**config.mk**
```make
export PLATFORM = sky130hd
export DESIGN_NAME = uart_receiver
export DESIGN_NICKNAME = d
export VERILOG_FILES = /design/src/rtl/uart_receiver.sv
export SDC_FILE = /design/constraint.sdc
export NUM_CORES = 1
export LEC_CHECK = 0
export CORE_MARGIN = 8
export CORE_UTILIZATION = 51
export CTS_CLUSTER_SIZE = 10
export DETAILED_ROUTE_END_ITERATION = 7
export PLACE_DENSITY = 0.74
export SLEW_MARGIN = 20
export SYNTH_ARGS = -nofsm -noshare
export SYNTH_HDL_FRONTEND = slang
export SYNTH_SLANG_ARGS = --single-unit
```
**constraint.sdc**
```tcl
create_clock -name i_clock -period 0.97 [get_ports i_clock]
set_input_delay 0.097 -clock i_clock [delete_from_list [all_inputs] [get_ports i_clock]]
set_output_delay 0.097 -clock i_clock [all_outputs]
set_load 0.01 [all_outputs]
```
**src/rtl/uart_receiver.sv**
```systemverilog
// UART receiver: 16x oversampled 8N1 deserialiser with a single-cycle done strobe
// and a framing-error flag. The shared baud tick source paces all counters.
module uart_receiver #(
    parameter int NB_DATA = 8,
    parameter int N_TICKS = 16
) (
    input  logic               i_clock,
    input  logic               i_reset,
    input  logic               i_rx,
    input  logic               i_signal_tick,
    output logic [NB_DATA-1:0] o_rx_data,
    output logic               o_rx_done,
    output logic               o_frame_error
);

    localparam int NB_BITS = (NB_DATA > 1) ? $clog2(NB_DATA) : 1;
    localparam logic [NB_BITS-1:0] LAST_BIT       = NB_BITS'(NB_DATA - 1);
    localparam logic [3:0]         MID_START_TICK = 4'd7;
    localparam logic [3:0]         LAST_DATA_TICK = 4'd15;
    localparam logic [3:0]         LAST_STOP_TICK = 4'(N_TICKS - 1);

    typedef enum logic [3:0] {
        IDLE  = 4'b0001,
        START = 4'b0010,
        DATA  = 4'b0100,
        STOP  = 4'b1000
    } state_t;

    state_t               state, state_next;
    logic [3:0]           sticks, sticks_next;
    logic [NB_BITS-1:0]   nbits, nbits_next;
    logic [NB_DATA-1:0]   buffer, buffer_next;
    logic [NB_DATA-1:0]   rx_data_next;
    logic                 rx_done_next;
    logic                 frame_error_next;
    logic [1:0]           reset_sync;
    logic                 reset_n;
    logic                 rx_meta;
    logic                 rx_s;

    // Reset asserts immediately but is released only on a clock edge.
    always_ff @(posedge i_clock or negedge i_reset) begin
        if (!i_reset) begin
            reset_sync <= 2'b00;
        end else begin
            reset_sync <= {reset_sync[0], 1'b1};
        end
    end

    assign reset_n = reset_sync[1];

    always_ff @(posedge i_clock or negedge reset_n) begin
        if (!reset_n) begin
            rx_meta <= 1'b1;
            rx_s    <= 1'b1;
        end else begin
            rx_meta <= i_rx;
            rx_s    <= rx_meta;
        end
    end

    always_ff @(posedge i_clock or negedge reset_n) begin
        if (!reset_n) begin
            state         <= IDLE;
            sticks        <= '0;
            nbits         <= '0;
            buffer        <= '0;
            o_rx_data     <= '0;
            o_rx_done     <= 1'b0;
            o_frame_error <= 1'b0;
        end else begin
            state         <= state_next;
            sticks        <= sticks_next;
            nbits         <= nbits_next;
            buffer        <= buffer_next;
            o_rx_data     <= rx_data_next;
            o_rx_done     <= rx_done_next;
            o_frame_error <= frame_error_next;
        end
    end

    always_comb begin
        state_next       = state;
        sticks_next      = sticks;
        nbits_next       = nbits;
        buffer_next      = buffer;
        rx_data_next     = o_rx_data;
        rx_done_next     = 1'b0;
        frame_error_next = o_frame_error;

        case (state)
            IDLE: begin
                if (!rx_s) begin
                    state_next  = START;
                    sticks_next = '0;
                end
            end
            // Half a bit into the start bit: confirm it is still low, else treat as a glitch.
            START: begin
                if (i_signal_tick) begin
                    if (sticks == MID_START_TICK) begin
                        if (!rx_s) begin
                            state_next  = DATA;
                            sticks_next = '0;
                            nbits_next  = '0;
                        end else begin
                            state_next = IDLE;
                        end
                    end else begin
                        sticks_next = sticks + 4'd1;
                    end
                end
            end
            DATA: begin
                if (i_signal_tick) begin
                    if (sticks == LAST_DATA_TICK) begin
                        buffer_next = {rx_s, buffer[NB_DATA-1:1]};
                        sticks_next = '0;
                        if (nbits == LAST_BIT) begin
                            state_next = STOP;
                        end else begin
                            nbits_next = nbits + 1'b1;
                        end
                    end else begin
                        sticks_next = sticks + 4'd1;
                    end
                end
            end
            STOP: begin
                if (i_signal_tick) begin
                    if (sticks == LAST_STOP_TICK) begin
                        state_next       = IDLE;
                        rx_data_next     = buffer;
                        frame_error_next = ~rx_s;
                        rx_done_next     = 1'b1;
                    end else begin
                        sticks_next = sticks + 4'd1;
                    end
                end
            end
            default: begin
                state_next  = IDLE;
                sticks_next = '0;
                nbits_next  = '0;
            end
        endcase
    end

endmodule
```
==> metrics.yaml <==
netlist.area_leader.share_pct: 45.15
first_iter_violations: 138
netSwitchingPower_uw: 2116
power_frac_comb_pct: 55.4
grt_max_degree: 32
async_flop_share_pct: 100.0
layout.cells.most_common: "sky130_fd_sc_hd__buf_4"
seq_area_frac_synth_pct: 49.89
cts.sink_count: 33
floorplan.initialDensity_pct: 54.02
grt_use_total_pct: 21.94
fp.dieH_um: 73.10
multi_input_area_um2: 1049
power_density_over_the_cells_nw_per_um2: 2067
worstPathBufferInverterCount: 3
final_hold_viol_count: 0
setup_slack_after_layout_ns: -0.9460
synth.lib_cells_used.distinct: 46
grt_antenna_before_repair: 0
critPathLaunch: "state[3]$_DFFE_PN0P_"
internal-power_uw: 3471
grt_pass1_vias: 1623
die_area_um2: 5344
syn_std_cell_area_um2: 1663
place_congestion: 0.9110
seqPwrFrac_pct: 29.3
regArea_um2: 832.0
crit_path_max_fanout: 5
setup.worst_path.start_class: "flop"
total_leakage_power_uw: 0.001230
cp_slowest_stage_delay_ns: 0.42
crit_slowest_cell: "sky130_fd_sc_hd__a2111o_1"
endpoint_kind: "flop"
place.detailed.hpwl_um: 2745
synthesis.instances: 143
worstHoldPathType: "flop to async pin"
detail_route.drc_violations: 0
report.final.setup_viol: 37
grt_pass1_wl_um: 8707
yosys_warnings: 0
num-fill-cells: 128
layout-area-overhead-vs-synth_pct: 62.53
sw_frac_of_total_pct: 37.87
drt-wirelength-per-cell_um: 23.50
max-vdd-ir-drop_uv: 1674
maxCapViolations: 0
final_area_um2: 2703
postRouteAntennaNets: 0
fin_skew_ns: 0.01717
path_common_cell: "sky130_fd_sc_hd__buf_6"
rsz0062_at_grt: "yes"
critical_path_required_ns: 1.21
failed_checks: "negative setup slack"
r2r-start: "state[3]$_DFFE_PN0P_"
timing.setup.critical_path_class: "flop to flop"
worst_ep_arrival_time_ns: 2.15
final_layout_size_suffix_gt1_share_pct: 63.76
number_of_synthesized_flops_with_an_enable_pin: 0
dominantRegCellSynth: "sky130_fd_sc_hd__dfrtp_1"
die_w_um: 73.10
drt-pass1-iter-count: 4
setup_tns_ns: -24.11
design.core.area_um2: 3078
dpl_cell_area_um2: 2180
total_overflow_reported_by_the_global_router: 0
crit_path_cell_trace: "buf_6, buf_12, buf_6, nor3_2, a22o_1, a2111o_1, mux2_4"
synth.avg_cell_area_um2: 11.63
insertion_delay_ns: 0.35
clockRootBuffer: "sky130_fd_sc_hd__clkbuf_4"
outcome: "finished with violations"
final_cell_mix: "sky130_fd_sc_hd__buf_4 (44), sky130_fd_sc_hd__dfrtp_1 (28), sky130_fd_sc_hd__mux2_4 (19)"
slew_viol_final: 0
rows: 20
ratio_of_routed_vias_to_standard_cells: 6.240
floorplan.io_pins: 14
h-tree-depth: 2
postRouteWirelength_um: 6156
leading_cell_types_by_total_area_after_synthesis: "sky130_fd_sc_hd__dfrtp_1 (45%), sky130_fd_sc_hd__mux2_2 (12%), sky130_fd_sc_hd__dfstp_2 (4.7%)"
finalWorstPathRequiredPeriod_ns: 1.916
tritoncts_clock_tree: "yes"
synth-seq-cells: 33
synth_net_count: 150
cts-buffers-inserted: 5
antennaDiodeCount: 0
port_buffers: 13
synth_top_cell_by_area: "sky130_fd_sc_hd__dfrtp_1"
final_min_period_over_clock_period_pct: 197.5
finalNetCount: 224
critical_path.top_delay_family: "compound AO/OA/AOI/OAI gates"
cts-root-to-sink-buffers: 2
portion_of_total_power_attributed_to_the_clock_network_pct: 15.3
route.vias.total: 1635
cts.reportedPaths.clkPinSlew_ns: 0.11
timing.fmax_ghz: 0.5219
## per-stage QoR
stage / setup slack, ns / instances / power, uW / hold slack [ns] / utilization [%]
floorplan: -0.7915 / 143 / 2772 / -0.1986 / -
CTS: -0.8201 / 256 / 5040 / 0.1644 / 82.56
finish: -0.9460 / 262 / 5587 / 0.2016 / 87.80
global placement: -0.8676 / 230 / 3451 / 0.2120 / 70.81
global route: -0.9549 / 262 / 5760 / 0.1860 / 87.80
detailed placement: -0.8952 / 230 / 3494 / 0.2176 / 70.81
## synth_stat cells, types with 3 or more instances
library cell / count
sky130_fd_sc_hd__nand3_1: 4
sky130_fd_sc_hd__or4b_1: 3
sky130_fd_sc_hd__o21ai_0: 5
sky130_fd_sc_hd__nand2_1: 9
sky130_fd_sc_hd__nor2_1: 8
sky130_fd_sc_hd__inv_1: 8
sky130_fd_sc_hd__nor3b_1: 4
sky130_fd_sc_hd__mux2_2: 17
sky130_fd_sc_hd__a21oi_1: 3
sky130_fd_sc_hd__ha_1: 3
sky130_fd_sc_hd__dfstp_2: 3
sky130_fd_sc_hd__o22ai_1: 4
sky130_fd_sc_hd__buf_2: 4
sky130_fd_sc_hd__dfrtp_1: 30
## area by class of cell
| type | instances | share of cell area, % |
|---|---|---|
| clock buffers | 7 | 2.037 |
| clock inverters | 1 | 0.2778 |
| inverters | 8 | 1.250 |
| multi-input cells | 95 | 38.80 |
| flip-flops and latches | 33 | 30.79 |
| well taps | 44 | 2.037 |
| repair buffers | 74 | 24.81 |
## power groups by stage
stage                     Combinational (uW)  Sequential (uW)  Clock [uW]
final                                   3100             1640         855
after global routing                    3210             1640         916
after CTS                               2600             1600         843
after detailed placement                1870             1620           0
after global placement                  1830             1620           0
after floorplan                         1110             1660           0
## worst reg2reg max path, cell delays in order, from the launching register on
cell,delay (ns)
sky130_fd_sc_hd__dfrtp_1,0.40
sky130_fd_sc_hd__buf_6,0.14
sky130_fd_sc_hd__buf_12,0.12
sky130_fd_sc_hd__buf_6,0.12
sky130_fd_sc_hd__nor3_2,0.05
sky130_fd_sc_hd__a22o_1,0.25
sky130_fd_sc_hd__a2111o_1,0.42
sky130_fd_sc_hd__mux2_4,0.31
## what timing repair did
item	4_1_cts	5_1_grt
pin swaps	11	8
endpoints found under the hold margin	2	0
hold buffers	1	0
endpoints found under the setup margin	39	39
gates resized for setup	79	26
cloned	0	0
setup buffers	18	7
## sequential cells by signal, summed over array words and instances (netlist names)
register       cells
o_frame_error      1
state              4
o_rx_done          1
reset_sync         2
sticks             4
rx_meta            1
buffer             8
nbits              3
rx_s               1
o_rx_data          8
## final timing paths
check	to	slack, ns	cells after the start
max in group asynchronous	reset_sync[1]$_DFF_PN0_	0.32	2
hold / removal	buffer[5]$_DFFE_PN0P_	0.20	1
min in group i_clock	rx_meta$_DFF_PN1_	0.20	1
setup reg to reg	state[2]$_DFFE_PN0P_	-0.95	7
setup / recovery	state[2]$_DFFE_PN0P_	-0.95	7
hold reg to reg	buffer[5]$_DFFE_PN0P_	0.20	1
## routing by layer
| layer | global-route usage, % | up-vias | routed length (um) |
|---|---|---|---|
| li1 | - | 680 | - |
| met1 | 25.02 | 830 | 2331 |
| met2 | 37.54 | 98 | 3149 |
| met3 | 5.632 | 27 | 404 |
| met4 | 9.556 | 0 | 271 |
| met5 | 0 | - | 0 |
## kinds of logic after synthesis
logic type                 share of synthesized area, %
and+or+nand+nor                                   17.38
DFF                                               49.89
AOI/OAI and AO/OA                                 11.06
muxes                                             14.30
buffers and inverters                             4.364
adders and majority gates                         2.258
other                                            0.2255
xor gates and xnor gates                         0.5268
Note: power is estimated with default switching activity, not from simulation.
